--- src/rtl/bram_stream_reader_if.sv ---
// ---------------------------------------------------------------------------
// bram_stream_reader_if
// Bundles the BRAM initiator port and the outgoing valid/ready stream of
// bram_stream_reader. Signal names carry the reader's direction suffixes.
//   mem_req_o / mem_addr_o / mem_wdata_o / mem_bwe_o : reader -> BRAM
//   mem_rdata_i                                      : BRAM -> reader
//   m_valid_o / m_data_o / m_last_o                  : reader -> consumer
//   m_ready_i                                        : consumer -> reader
// Modports: master = reader side, slave = BRAM/consumer side.
// ---------------------------------------------------------------------------
interface bram_stream_reader_if #(
    parameter int NB_COL    = 4,
    parameter int COL_WIDTH = 8,
    parameter int RAM_DEPTH = 1024
);
    localparam int AW = $clog2(RAM_DEPTH);
    localparam int DW = NB_COL * COL_WIDTH;

    logic              mem_req_o;
    logic [AW-1:0]     mem_addr_o;
    logic [DW-1:0]     mem_wdata_o;
    logic [NB_COL-1:0] mem_bwe_o;
    logic [DW-1:0]     mem_rdata_i;
    logic              m_valid_o;
    logic [DW-1:0]     m_data_o;
    logic              m_last_o;
    logic              m_ready_i;

    modport master (
        output mem_req_o, mem_addr_o, mem_wdata_o, mem_bwe_o,
        input  mem_rdata_i,
        output m_valid_o, m_data_o, m_last_o,
        input  m_ready_i
    );

    modport slave (
        input  mem_req_o, mem_addr_o, mem_wdata_o, mem_bwe_o,
        output mem_rdata_i,
        input  m_valid_o, m_data_o, m_last_o,
        output m_ready_i
    );
endinterface

--- src/rtl/bram_stream_reader.sv ---
// ---------------------------------------------------------------------------
// bram_stream_reader
// Reads len_i consecutive BRAM words starting at base_addr_i (address wraps
// RAM_DEPTH-1 -> 0) and streams them out with a last flag. Never writes.
// Ports:
//   clk_i, rst_i     clock, asynchronous active-high reset
//   start_i          start pulse, sampled in IDLE only
//   base_addr_i      first word address
//   len_i            word count 0..RAM_DEPTH (0 gives an immediate done)
//   busy_o           high from accepted start until done
//   done_o           one-cycle completion pulse
//   bus              bram_stream_reader_if.master (BRAM port + stream)
//   chksum_o         XOR of all handshaked words (BRAM_READER_CHKSUM_EN only)
// Optional feature macro: BRAM_READER_CHKSUM_EN
// ---------------------------------------------------------------------------
module bram_stream_reader #(
    parameter int NB_COL    = 4,
    parameter int COL_WIDTH = 8,
    parameter int RAM_DEPTH = 1024
) (
    input  logic                         clk_i,
    input  logic                         rst_i,
    input  logic                         start_i,
    input  logic [$clog2(RAM_DEPTH)-1:0] base_addr_i,
    input  logic [$clog2(RAM_DEPTH):0]   len_i,
    output logic                         busy_o,
    output logic                         done_o,
`ifdef BRAM_READER_CHKSUM_EN
    output logic [NB_COL*COL_WIDTH-1:0]  chksum_o,
`endif
    bram_stream_reader_if.master         bus
);
    localparam int AW        = $clog2(RAM_DEPTH);
    localparam int DataWidth = NB_COL * COL_WIDTH;

    typedef enum logic [1:0] {IDLE, RUN, DRAIN} state_e;

    state_e               state_q, state_d;
    logic [AW-1:0]        addr_q, addr_d;
    logic [AW:0]          issue_rem_q, issue_rem_d;
    logic [AW:0]          push_rem_q, push_rem_d;
    logic                 inflight_q;
    logic                 done_q, done_d;
    logic [DataWidth-1:0] data0_q, data0_d, data1_q, data1_d;
    logic                 last0_q, last0_d, last1_q, last1_d;
    logic [1:0]           cnt_q, cnt_d;

    logic                 pop, push, push_last, issue, start_acc;
    logic [2:0]           occ;
    logic [AW-1:0]        addr_inc;

    assign pop       = (cnt_q != 2'd0) && bus.m_ready_i;
    assign push      = inflight_q;
    assign push_last = (push_rem_q == (AW+1)'(1));
    // Words buffered or in flight after this cycle's pop; a new read is
    // issued only if its data is guaranteed a FIFO slot when it returns.
    assign occ       = {1'b0, cnt_q} + {2'b00, inflight_q} - {2'b00, pop};
    assign issue     = (state_q == RUN) && (issue_rem_q != '0) && (occ < 3'd2);
    assign addr_inc  = (addr_q == AW'(RAM_DEPTH - 1)) ? '0 : addr_q + AW'(1);

    // Control FSM and issue/emit counters
    always_comb begin
        state_d     = state_q;
        addr_d      = addr_q;
        issue_rem_d = issue_rem_q;
        push_rem_d  = push_rem_q;
        done_d      = 1'b0;
        start_acc   = 1'b0;
        if (push) begin
            push_rem_d = push_rem_q - (AW+1)'(1);
        end
        case (state_q)
            IDLE: begin
                if (start_i) begin
                    start_acc = 1'b1;
                    if (len_i == '0) begin
                        done_d = 1'b1;
                    end else begin
                        state_d     = RUN;
                        addr_d      = base_addr_i;
                        issue_rem_d = len_i;
                        push_rem_d  = len_i;
                    end
                end
            end
            RUN: begin
                if (issue) begin
                    addr_d      = addr_inc;
                    issue_rem_d = issue_rem_q - (AW+1)'(1);
                    if (issue_rem_q == (AW+1)'(1)) begin
                        state_d = DRAIN;
                    end
                end
            end
            DRAIN: begin
                if (pop && last0_q) begin
                    state_d = IDLE;
                    done_d  = 1'b1;
                end
            end
            default: state_d = IDLE;
        endcase
    end

    // Two-entry output FIFO; entry 0 is the head driving the stream
    always_comb begin
        data0_d = data0_q;
        data1_d = data1_q;
        last0_d = last0_q;
        last1_d = last1_q;
        cnt_d   = cnt_q + {1'b0, push} - {1'b0, pop};
        case ({push, pop})
            2'b10: begin
                if (cnt_q == 2'd0) begin
                    data0_d = bus.mem_rdata_i;
                    last0_d = push_last;
                end else begin
                    data1_d = bus.mem_rdata_i;
                    last1_d = push_last;
                end
            end
            2'b01: begin
                data0_d = data1_q;
                last0_d = last1_q;
            end
            2'b11: begin
                if (cnt_q == 2'd1) begin
                    data0_d = bus.mem_rdata_i;
                    last0_d = push_last;
                end else begin
                    data0_d = data1_q;
                    last0_d = last1_q;
                    data1_d = bus.mem_rdata_i;
                    last1_d = push_last;
                end
            end
            default: ;
        endcase
    end

    always_ff @(posedge clk_i or posedge rst_i) begin
        if (rst_i) begin
            state_q     <= IDLE;
            addr_q      <= '0;
            issue_rem_q <= '0;
            push_rem_q  <= '0;
            inflight_q  <= 1'b0;
            done_q      <= 1'b0;
            data0_q     <= '0;
            data1_q     <= '0;
            last0_q     <= 1'b0;
            last1_q     <= 1'b0;
            cnt_q       <= 2'd0;
        end else begin
            state_q     <= state_d;
            addr_q      <= addr_d;
            issue_rem_q <= issue_rem_d;
            push_rem_q  <= push_rem_d;
            inflight_q  <= issue;
            done_q      <= done_d;
            data0_q     <= data0_d;
            data1_q     <= data1_d;
            last0_q     <= last0_d;
            last1_q     <= last1_d;
            cnt_q       <= cnt_d;
        end
    end

    always_ff @(posedge clk_i) begin
        if (!rst_i) begin
            assert (!(push && !pop && (cnt_q == 2'd2)));
        end
    end

`ifdef BRAM_READER_CHKSUM_EN
    logic [DataWidth-1:0] chk_q;

    always_ff @(posedge clk_i or posedge rst_i) begin
        if (rst_i) begin
            chk_q <= '0;
        end else if (start_acc) begin
            chk_q <= '0;
        end else if (pop) begin
            chk_q <= chk_q ^ data0_q;
        end
    end

    assign chksum_o = chk_q;
`endif

    assign busy_o          = (state_q != IDLE);
    assign done_o          = done_q;
    assign bus.mem_req_o   = issue;
    assign bus.mem_addr_o  = addr_q;
    assign bus.mem_wdata_o = '0;
    assign bus.mem_bwe_o   = '0;
    assign bus.m_valid_o   = (cnt_q != 2'd0);
    assign bus.m_data_o    = data0_q;
    assign bus.m_last_o    = last0_q;
endmodule
--- src/flat_wrapper.sv ---
// flat-port wrapper written by rule: the top's interface ports become plain ports
module bram_stream_reader_flat 
#(
    parameter int NB_COL    = 4,
    parameter int COL_WIDTH = 8,
    parameter int RAM_DEPTH = 1024
)
  (clk_i, rst_i, start_i, base_addr_i, len_i, busy_o, done_o, bus_mem_req_o, bus_mem_addr_o, bus_mem_wdata_o, bus_mem_bwe_o, bus_mem_rdata_i, bus_m_valid_o, bus_m_data_o, bus_m_last_o, bus_m_ready_i);
  bram_stream_reader_if #(.NB_COL(NB_COL), .COL_WIDTH(COL_WIDTH), .RAM_DEPTH(RAM_DEPTH)) bus_i ();
  input  logic clk_i;
  input  logic rst_i;
  input  logic start_i;
  input  logic [$clog2(RAM_DEPTH)-1:0] base_addr_i;
  input  logic [$clog2(RAM_DEPTH):0] len_i;
  output logic busy_o;
  output logic done_o;
  output wire logic [$bits(bus_i.mem_req_o)-1:0] bus_mem_req_o;
  output wire logic [$bits(bus_i.mem_addr_o)-1:0] bus_mem_addr_o;
  output wire logic [$bits(bus_i.mem_wdata_o)-1:0] bus_mem_wdata_o;
  output wire logic [$bits(bus_i.mem_bwe_o)-1:0] bus_mem_bwe_o;
  input wire logic [$bits(bus_i.mem_rdata_i)-1:0] bus_mem_rdata_i;
  output wire logic [$bits(bus_i.m_valid_o)-1:0] bus_m_valid_o;
  output wire logic [$bits(bus_i.m_data_o)-1:0] bus_m_data_o;
  output wire logic [$bits(bus_i.m_last_o)-1:0] bus_m_last_o;
  input wire logic [$bits(bus_i.m_ready_i)-1:0] bus_m_ready_i;
  assign bus_mem_req_o = bus_i.mem_req_o;
  assign bus_mem_addr_o = bus_i.mem_addr_o;
  assign bus_mem_wdata_o = bus_i.mem_wdata_o;
  assign bus_mem_bwe_o = bus_i.mem_bwe_o;
  assign bus_i.mem_rdata_i = bus_mem_rdata_i;
  assign bus_m_valid_o = bus_i.m_valid_o;
  assign bus_m_data_o = bus_i.m_data_o;
  assign bus_m_last_o = bus_i.m_last_o;
  assign bus_i.m_ready_i = bus_m_ready_i;
  bram_stream_reader #(.NB_COL(NB_COL), .COL_WIDTH(COL_WIDTH), .RAM_DEPTH(RAM_DEPTH)) u_core (.clk_i(clk_i), .rst_i(rst_i), .start_i(start_i), .base_addr_i(base_addr_i), .len_i(len_i), .busy_o(busy_o), .done_o(done_o), .bus(bus_i));
endmodule
--- config.mk ---
export PLATFORM = sky130hd
export DESIGN_NAME = bram_stream_reader_flat
export DESIGN_NICKNAME = d
export VERILOG_FILES = /design/src/rtl/bram_stream_reader_if.sv /design/src/rtl/bram_stream_reader.sv /design/src/flat_wrapper.sv
export SDC_FILE = /design/constraint.sdc
export NUM_CORES = 1
export LEC_CHECK = 0
export BUFFER_PORTS_ARGS = -buffer_cell sky130_fd_sc_hd__buf_2
export CORE_ASPECT_RATIO = 0.9
export CORE_MARGIN = 8
export CORE_UTILIZATION = 39
export CTS_CLUSTER_SIZE = 40
export DETAILED_ROUTE_END_ITERATION = 6
export GPL_ROUTABILITY_DRIVEN = 0
export HOLD_SLACK_MARGIN = 0.15
export PLACE_DENSITY = 0.64
export SLEW_MARGIN = 0
export SYNTH_ARGS = -nofsm -noshare
export SYNTH_HDL_FRONTEND = slang
export SYNTH_SLANG_ARGS = --single-unit
--- constraint.sdc ---
create_clock -name clk_i -period 4.67 [get_ports clk_i]
set_clock_uncertainty 0.05 [all_clocks]
set_input_delay 0.934 -clock clk_i [delete_from_list [all_inputs] [get_ports clk_i]]
set_output_delay 0.934 -clock clk_i [all_outputs]
set_load 0.01 [all_outputs]
==> out/qor.csv, run 1 <==
metric,value,unit
status,"finished, final reports clean",
track_usage,15.36,%
crit_type,reg2out,
synth_cells,545,
hold_viol,0,
drtAntennaViolNets,0,
nets,704,
syn_area_per_cell,10.00,sq um
n_antenna_cell,0,
post_cts_buffers,0,
yosysSeqAreaShare,47.74,%
crit_chain,or2_1 -> and2_1 -> ha_1 -> inv_1 -> ha_1 -> fa_1 -> nor3_2 -> nand2_2 -> inv_1 -> buf_2,
hold_buffers,0,
yosysMostFrequentCell,dfrtp_1,
power_density,688.9,mW/mm^2
vias_per_cell,5.287,
cts_resized,0,
grt-ovfl-total,0,
slew_headroom,18.54,%
yosys_warnings,0,
core,0.01385,sq mm
maxCapViolCount,0,
fp-row-count,41,
die_w,140.6,microns
end_kind,output pin,
ioPinCount,140,
worst_hold_path_type,reg2reg,
yosysTopAreaCell,dfrtp_1,
netlist.area_leader.share,47.74,%
ys_seq_elements,104,
synth_top_flop_cell,dfrtp_1,
yosys-top-cells-count,"dfrtp_1, nand2_1, o21ai_0, buf_4, a22oi_1",
drive_above_1_share,28.28,%
worstPathArrival,3190,ps
die_area,0.01802,sq mm
place.detailed.instances,797,
required,3690,ps
firstDrtPassIters,4,
clk_path_buf_depth,2,
slew_viol_final,0,
clock_sinks,104,
worstPathMaxFanout,10,
htreeDepth,3,
leakagePower,2.889,nW
synth_edf_count,0,
fin_cells,812,
slowest_stage,fa_1,
synth_async_sr_flop_share,100.0,%
antenna_found_initial,0,
grt_pass1_vias,4355,
cts_tree,yes,
cts_buffers,9,
die_y,128.2,microns
cts_root_buffer,clkbuf_16,
ys_top_cells_by_area,"dfrtp_1, mux2_2, o21ai_0",
drt-total-wl,13.57,mm
tns,0,ps
final_util,45.90,%
dpl.hpwl,9.783,mm
fill_cells,1315,
worstMarginPinSlew,1219,ps
fin_crit_sh,89.48,%
finalSetupViolations,0,
ir_drop,0.3452,mV
start_kind,flop,
slowest_delay,500,ps
fin_crit,4179,ps
total_power,4.379,mW
grt_pass1_wl,22.40,mm
vias,4293,
path_clk_slew,70,ps
area_growth,16.62,%
drt-wirelength-per-cell,16.71,microns
grt_max_degree,78,
port_buffers,103,
initial_utilization,39.36,%
syn-cell-area,0.005451,sq mm
drc_errors,0,
max_freq,239.3,MHz
drt_iter0_markers,248,
ys_types,66,
clkLatencyLatePin,340,ps
rsz0062_at_grt,no,
through the flow:
step,hold slack (ps),setup slack (ps),area [sq um]
after floorplan,431.1,745.4,5583
after global placement,406.9,549.3,6013
after detailed placement,415.7,532.7,6013
after CTS,431.4,455.9,6357
after global routing,450.4,293.2,6357
final,427.0,491.5,6357
report_power, final:
group	switching, mW	leakage (nW)	internal [mW]	total [mW]
clock network	0.333	0.161	0.536	0.869
registers	0.310	1.25	1.33	1.64
logic	1.07	1.47	0.799	1.87
total	1.72	2.89	2.66	4.38
registers in the layout, indices dropped and copies added (netlist names), 2 cells and up:
signal	count
u_core.issue_rem_q	11
u_core.bus.m_data_o	32
u_core.push_rem_q	11
u_core.data1_q	32
u_core.state_q	2
u_core.cnt_q	2
u_core.bus.mem_addr_o	10
final timing paths:
| check | endpoint | depth (start not counted) | slack (ps) | start |
|---|---|---|---|---|
| max | bus_mem_req_o | 10 | 490 | u_core.cnt_q[1] |
| min | u_core.bus.m_data_o[7] | 2 | 430 | u_core.bus.m_data_o[7] |
| max reg2reg | u_core.issue_rem_q[7] | 10 | 1250 | u_core.cnt_q[1] |
| min reg2reg | u_core.bus.m_data_o[7] | 2 | 430 | u_core.bus.m_data_o[7] |
| max in group asynchronous | u_core.push_rem_q[3] | 3 | 2880 | rst_i |
| min in group asynchronous | u_core.bus.mem_addr_o[1] | 2 | 750 | rst_i |
worst max-delay path, delay by kind of cell, from the launching register on:
family        cells  cell delay, ps
fa+ha+maj         3             970
flops             1             450
simple gates      4             900
buf+inv           3             520
cell type report:
class                   count  area [sq um]  area share, %
clock buffers              10         239.0          3.759
clock inverters             5         105.1          1.653
inverters                  17         66.31          1.043
multi-input cells         394          2549          40.09
flip-flops and latches    104          2603          40.94
well taps                 172         215.2          3.385
repair buffers            110         580.6          9.132
routing by layer:
layer  global-route usage, %  wire, microns  up-vias
met4                   4.356            145        0
met5                       0              0        -
met1                   19.83           6140     2077
met2                   24.91           6359      133
met3                   4.021            921        9
li1                        -              -     2074
cell families (layout without fill, tap and decap cells):
logic type      count (synthesis)  after routing  share of synthesized area, %
buf+inv                        82            142                         8.515
fa+ha+maj                      11             11                         2.662
xor+xnor                       10             10                         1.607
flops                         104            104                         47.74
mux                            33             33                         6.817
simple gates                  154            154                         14.02
compound gates                150            150                         18.57
other cells                     1             36                       0.06879
cells in the final DEF (no fill, tap or decap), types with 3 or more instances in the layout:
cell       count
ha_1          10
a211oi_1       4
a2bb2oi_1      3
buf_4          6
or4_4          3
buf_2        103
o22ai_1        3
bufinv_16      3
dfrtp_1      104
nand2_1       60
nand3_1        9
a21oi_1       14
xnor2_1        7
a22oi_1       34
mux2_2        33
and2_1         4
nor3_1        14
clkbuf_16      9
nor2_1        26
and3_1         3
nand2b_1       4
a31oi_1        5
o21ai_0       59
xor2_1         3
nand4_1        6
nor4_1         4
inv_1         16
conb_1        36
Note: power is estimated with default switching activity, not from simulation.
==> inputs of run 2 (changes only) <==
CELL_PAD_IN_SITES_DETAIL_PLACEMENT = 1   (was unset)
CELL_PAD_IN_SITES_GLOBAL_PLACEMENT = 1   (was unset)
PLACE_DENSITY = 0.8   (was 0.64)
==> run 2 against run 1 <==
  * Hold slack got worse by 1.6 ps
  * Fmax fell by 1.4%
  * Clock power fell by 14%
  * Via count rose by 3.7%
==> out/qor.csv, run 2 (synthesized netlist as in run 1, its figures left out) <==
metric,value,unit,change
status,"finished, final reports clean",,unchanged
vias_per_cell,5.461,,was 5.287
track_usage,17.06,%,was 15.36%
max_freq,236.0,MHz,was 239.3 MHz
path_clk_slew,70,ps,about the same
drt-total-wl,15.20,mm,was 13.57 mm
drtAntennaViolNets,0,,unchanged
fin_crit,4237,ps,was 4179 ps
cp-startpoint,u_core.cnt_q[1],,unchanged
n_antenna_cell,0,,unchanged
fill_cells,1602,,was 1315
slew_headroom,32.77,%,was 18.54%
required,3690,ps,about the same
fin_cells,815,,was 812
worst_hold_path_type,reg2reg,,unchanged
end_kind,output pin,,unchanged
maxCapViolCount,0,,unchanged
htreeDepth,3,,unchanged
total_power,4.307,mW,was 4.379 mW
final_cell_mix,"dfrtp_1, buf_2, nand2_1, o21ai_0, conb_1",,unchanged
place.detailed.instances,799,,was 797
drc_errors,0,,unchanged
fin_crit_sh,90.74,%,was 89.48%
core,0.01385,sq mm,unchanged
tns,0,ps,unchanged
r2r_start,u_core.cnt_q[1],,unchanged
postLayoutCellArea,0.006305,sq mm,was 0.006357 sq mm
grt_pass1_vias,4807,,was 4355
die_area,0.01802,sq mm,unchanged
worstPathMaxFanout,10,,unchanged
slew_viol_final,0,,unchanged
worstPathArrival,3250,ps,was 3190 ps
dpl.hpwl,10.95,mm,was 9.783 mm
nets,706,,was 704
finalSetupViolations,0,,unchanged
port_buffers,103,,unchanged
crit_type,reg2out,,unchanged
cts_resized,0,,unchanged
drt-wirelength-per-cell,18.65,microns,was 16.71 microns
cts_tree,yes,,unchanged
cp-endpoint,bus_mem_req_o,,unchanged
clock_sinks,104,,unchanged
grt-ovfl-total,0,,unchanged
drt_iter0_markers,318,,was 248
die_y,128.2,microns,unchanged
post-place-ws,498.9,ps,was 532.7 ps
reg2regPathDepth,10,,unchanged
rsz0062_at_grt,no,,unchanged
initial_utilization,39.36,%,unchanged
grt_max_degree,82,,was 78
power_density,683.1,mW/mm^2,was 688.9 mW/mm^2
firstDrtPassIters,4,,unchanged
vias,4451,,was 4293
area_growth,15.65,%,was 16.62%
clkLatencyLatePin,350,ps,was 340 ps
worstMarginPinSlew,1008,ps,was 1219 ps
drive_above_1_share,28.62,%,was 28.28%
worst_slack,432.5,ps,was 491.5 ps
dpl-instance-area,0.006016,sq mm,was 0.006013 sq mm
ir_drop,0.3170,mV,was 0.3452 mV
die_w,140.6,microns,unchanged
post_cts_buffers,0,,unchanged
cts_root_buffer,clkbuf_16,,unchanged
r2r_end,u_core.issue_rem_q[7],,unchanged
antenna_found_initial,0,,unchanged
rrSetupSlack,1250,ps,about the same
start_kind,flop,,unchanged
hold_buffers,0,,unchanged
grt_pass1_wl,24.70,mm,was 22.40 mm
fp-row-count,41,,unchanged
ioPinCount,140,,unchanged
layout_commonest_cell,dfrtp_1,,unchanged
leakagePower,2.876,nW,was 2.889 nW
cts_buffers,9,,unchanged
clk_path_buf_depth,2,,unchanged
hold_viol,0,,unchanged
[run 2: changes by cell type in the layout (fill, tap and decap cells not counted), sizes merged]
cell	previous run	this run
clkinvlp	2	1
buf	110	112
inv	17	19
bufinv	3	0
clkinv	0	3
[run 2: where the power goes]
part | internal, mW | total [mW] | leakage, nW | switching (mW)
Sequential | 1.33 | 1.65 | 1.25 | 0.326
Combinational | 0.792 | 1.91 | 1.48 | 1.12
Clock | 0.383 | 0.744 | 0.141 | 0.361
Total | 2.50 | 4.31 | 2.88 | 1.80
[run 2: worst min path at each step]
stage                              endpoint                    start  cells past startpoint  slack [ps]
floorplan                    u_core.last1_q           u_core.last1_q                      1         430
global placement    u_core.bus.m_data_o[14]  u_core.bus.m_data_o[14]                      2         410
detailed placement  u_core.bus.m_data_o[13]  u_core.bus.m_data_o[13]                      2         420
CTS                 u_core.bus.m_data_o[13]  u_core.bus.m_data_o[13]                      2         430
global route        u_core.bus.m_data_o[13]  u_core.bus.m_data_o[13]                      2         440
finish              u_core.bus.m_data_o[29]  u_core.bus.m_data_o[29]                      2         430
[run 2: worst max-delay path, stage by stage (launching register included)]
cell	delay, ps
dfrtp_1	450
or2_1	240
and2_1	260
ha_1	320
inv_1	40
ha_1	180
fa_1	500
nor3_2	260
nand2_2	200
inv_1	270
buf_2	190
[run 2: layer usage]
layer,part of all wire (%),vias up,track usage (%)
met5,0,-,0
met4,0.78,0,3.914
met3,5.5,11,4.803
met2,50,121,29.43
met1,44,2244,20.72
li1,-,2075,-
[run 2: final cells by class]
class | count | area (sq um) | share of cell area, %
clock buffer | 10 | 239.0 | 3.790
clock inverter | 6 | 50.05 | 0.7938
inverter | 17 | 66.31 | 1.052
multi-input combinational | 394 | 2549 | 40.42
sequential | 104 | 2603 | 41.28
tap | 172 | 215.2 | 3.413
timing repair buffer | 112 | 583.1 | 9.248
[run 2: through the flow]
step	utilization, %	hold WS, ps
global placement	43.43	407.2
finish	45.52	425.4
CTS	45.52	432.3
detailed placement	43.43	415.3
floorplan	-	431.1
global route	45.52	437.2
==> inputs of run 3 (changes only) <==
PLACE_DENSITY = unset   (was 0.8)
PLACE_DENSITY_LB_ADDON = 0.1   (was unset)
==> run 3 against run 2 <==
  * Global-route usage decreased by 0.47 points
  * Critical path depth unchanged
  * Register-to-register slack improved by 70 ps
  * Hold slack is essentially flat
  * Fmax grew 0.11%
  * First-iteration DRC count shrank 42%
  * Power up 0.13%
  * Non-clock buffer count unchanged
  * Routed wire length shrank 2.9%
  * Design area rose by 0.24%
  * Largest cell class unchanged
==> out/qor.csv, run 3 (synthesized netlist as in run 1, its figures left out) <==
metric,value,unit,change
drtAntennaViolNets,0,,unchanged
post_cts_buffers,0,,unchanged
die_y,128.2,microns,unchanged
cts_tree,yes,,unchanged
reg2regPathDepth,10,,unchanged
rsz0062_at_grt,no,,unchanged
ioPinCount,140,,unchanged
clk_path_buf_depth,2,,unchanged
worst_hold_path_type,reg2reg,,unchanged
drc_errors,0,,unchanged
area_growth,15.93,%,was 15.65%
firstDrtPassIters,4,,unchanged
hold_buffers,0,,unchanged
fp-row-count,41,,unchanged
grt_pass1_vias,4529,,was 4807
end_kind,output pin,,unchanged
die_w,140.6,microns,unchanged
vias,4374,,was 4451
worstPathMaxFanout,10,,unchanged
layout_commonest_cell,dfrtp_1,,unchanged
slowest_stage,fa_1,,unchanged
fin_crit,4233,ps,was 4237 ps
worstMarginPinSlew,984.2,ps,was 1008 ps
drt-wirelength-per-cell,18.12,microns,was 18.65 microns
cts_root_buffer,clkbuf_16,,unchanged
hp-start,u_core.bus.m_data_o[0],,was u_core.bus.m_data_o[29]
leakagePower,2.880,nW,was 2.876 nW
slew_viol_final,0,,unchanged
port_buffers,103,,unchanged
grt-ovfl-total,0,,unchanged
worstPathArrival,3250,ps,about the same
core,0.01385,sq mm,unchanged
hold_path_end,u_core.bus.m_data_o[0],,was u_core.bus.m_data_o[29]
slew_headroom,34.39,%,was 32.77%
grt_max_degree,81,,was 82
track_usage,16.59,%,was 17.06%
crit_type,reg2out,,unchanged
htreeDepth,3,,unchanged
drive_above_1_share,28.46,%,was 28.62%
die_area,0.01802,sq mm,unchanged
crit_chain,or2_1 -> and2_1 -> ha_1 -> inv_1 -> ha_1 -> fa_1 -> nor3_2 -> nand2_2 -> inv_1 -> buf_2,,unchanged
clock_sinks,104,,unchanged
antenna_found_initial,0,,unchanged
grt_pass1_wl,23.98,mm,was 24.70 mm
status,"finished, final reports clean",,unchanged
finalSetupViolations,0,,unchanged
vias_per_cell,5.367,,was 5.461
maxCapViolCount,0,,unchanged
power_density,682.4,mW/mm^2,was 683.1 mW/mm^2
drt-total-wl,14.76,mm,was 15.20 mm
r2r_start,u_core.cnt_q[1],,unchanged
final_util,45.63,%,was 45.52%
cts_buffers,9,,unchanged
start_kind,flop,,unchanged
initial_utilization,39.36,%,unchanged
tns,0,ps,unchanged
rrSetupSlack,1320,ps,was 1250 ps
hold_viol,0,,unchanged
required,3690,ps,about the same
path_clk_slew,70,ps,about the same
dpl.hpwl,10.87,mm,was 10.95 mm
max_freq,236.3,MHz,was 236.0 MHz
drt_iter0_markers,183,,was 318
nets,706,,unchanged
n_antenna_cell,0,,unchanged
ir_drop,0.3088,mV,was 0.3170 mV
hold_depth,2,,unchanged
cts_resized,0,,unchanged
final_cell_mix,"dfrtp_1, buf_2, nand2_1, o21ai_0, conb_1",,unchanged
r2r_end,u_core.issue_rem_q[7],,unchanged
slowest_delay,500,ps,about the same
fin_crit_sh,90.64,%,was 90.74%
clkLatencyLatePin,350,ps,about the same
-- run 3: cell types whose count changed in the layout (fill, tap and decap cells not counted) --
cell,delta
bufinv_16,+1
clkbuf_1,+1
clkbuf_8,-1
clkinv_2,-1
-- run 3: worst max-delay path by stage --
stage                     from       endpoint  slack [ps]  cells after the start
5_1_grt        u_core.cnt_q[1]  bus_mem_req_o         270                     10
3_5_place_dp     bus_m_ready_i  bus_mem_req_o         470                     10
3_3_place_gp     bus_m_ready_i  bus_mem_req_o         490                     10
6_report       u_core.cnt_q[1]  bus_mem_req_o         440                     10
4_1_cts        u_core.cnt_q[1]  bus_mem_req_o         390                     10
2_1_floorplan    bus_m_ready_i  bus_mem_req_o         750                      9
-- run 3: per-stage QoR --
stage               setup slack, ps  cell area (sq um)  power, mW  hold slack [ps]  cells
finish                        437.2               6320      4.313            425.8    815
CTS                           386.5               6320      4.390            432.2    815
global route                  267.5               6320      4.671            441.4    815
detailed placement            471.3               6016      3.590            415.3    799
floorplan                     745.4               5583      2.932            431.1    580
global placement              493.7               6016      3.502            404.8    799
-- run 3: final cells by class --
| cell class | instances | area (sq um) |
|---|---|---|
| clock buffer | 10 | 229.0 |
| inverter | 17 | 66.31 |
| multi-input combinational | 394 | 2549 |
| clock inverter | 6 | 75.07 |
| sequential | 104 | 2603 |
| fill | 1596 | 7531 |
| tap | 172 | 215.2 |
| timing repair buffer | 112 | 583.1 |
-- run 3: metal layers --
layer	global-route usage, %	vias to the layer above	share of wire [%]
li1	-	2074	-
met1	21.28	2165	46
met2	26.73	122	47
met3	4.840	13	5.9
met4	4.609	0	1.1
met5	0	-	0
-- run 3: critical path: cells and delay by family, from the launching register on --
kind / cells / cell delay [ps]
buf+inv: 3 / 550
fa+ha+maj: 3 / 990
flops: 1 / 450
simple gates: 4 / 920
-- run 3: where the power goes --
group / switching [mW] / total (mW) / internal, mW
clock: 0.354 / 0.777 / 0.424
sequential: 0.319 / 1.65 / 1.33
combinational: 1.10 / 1.89 / 0.792
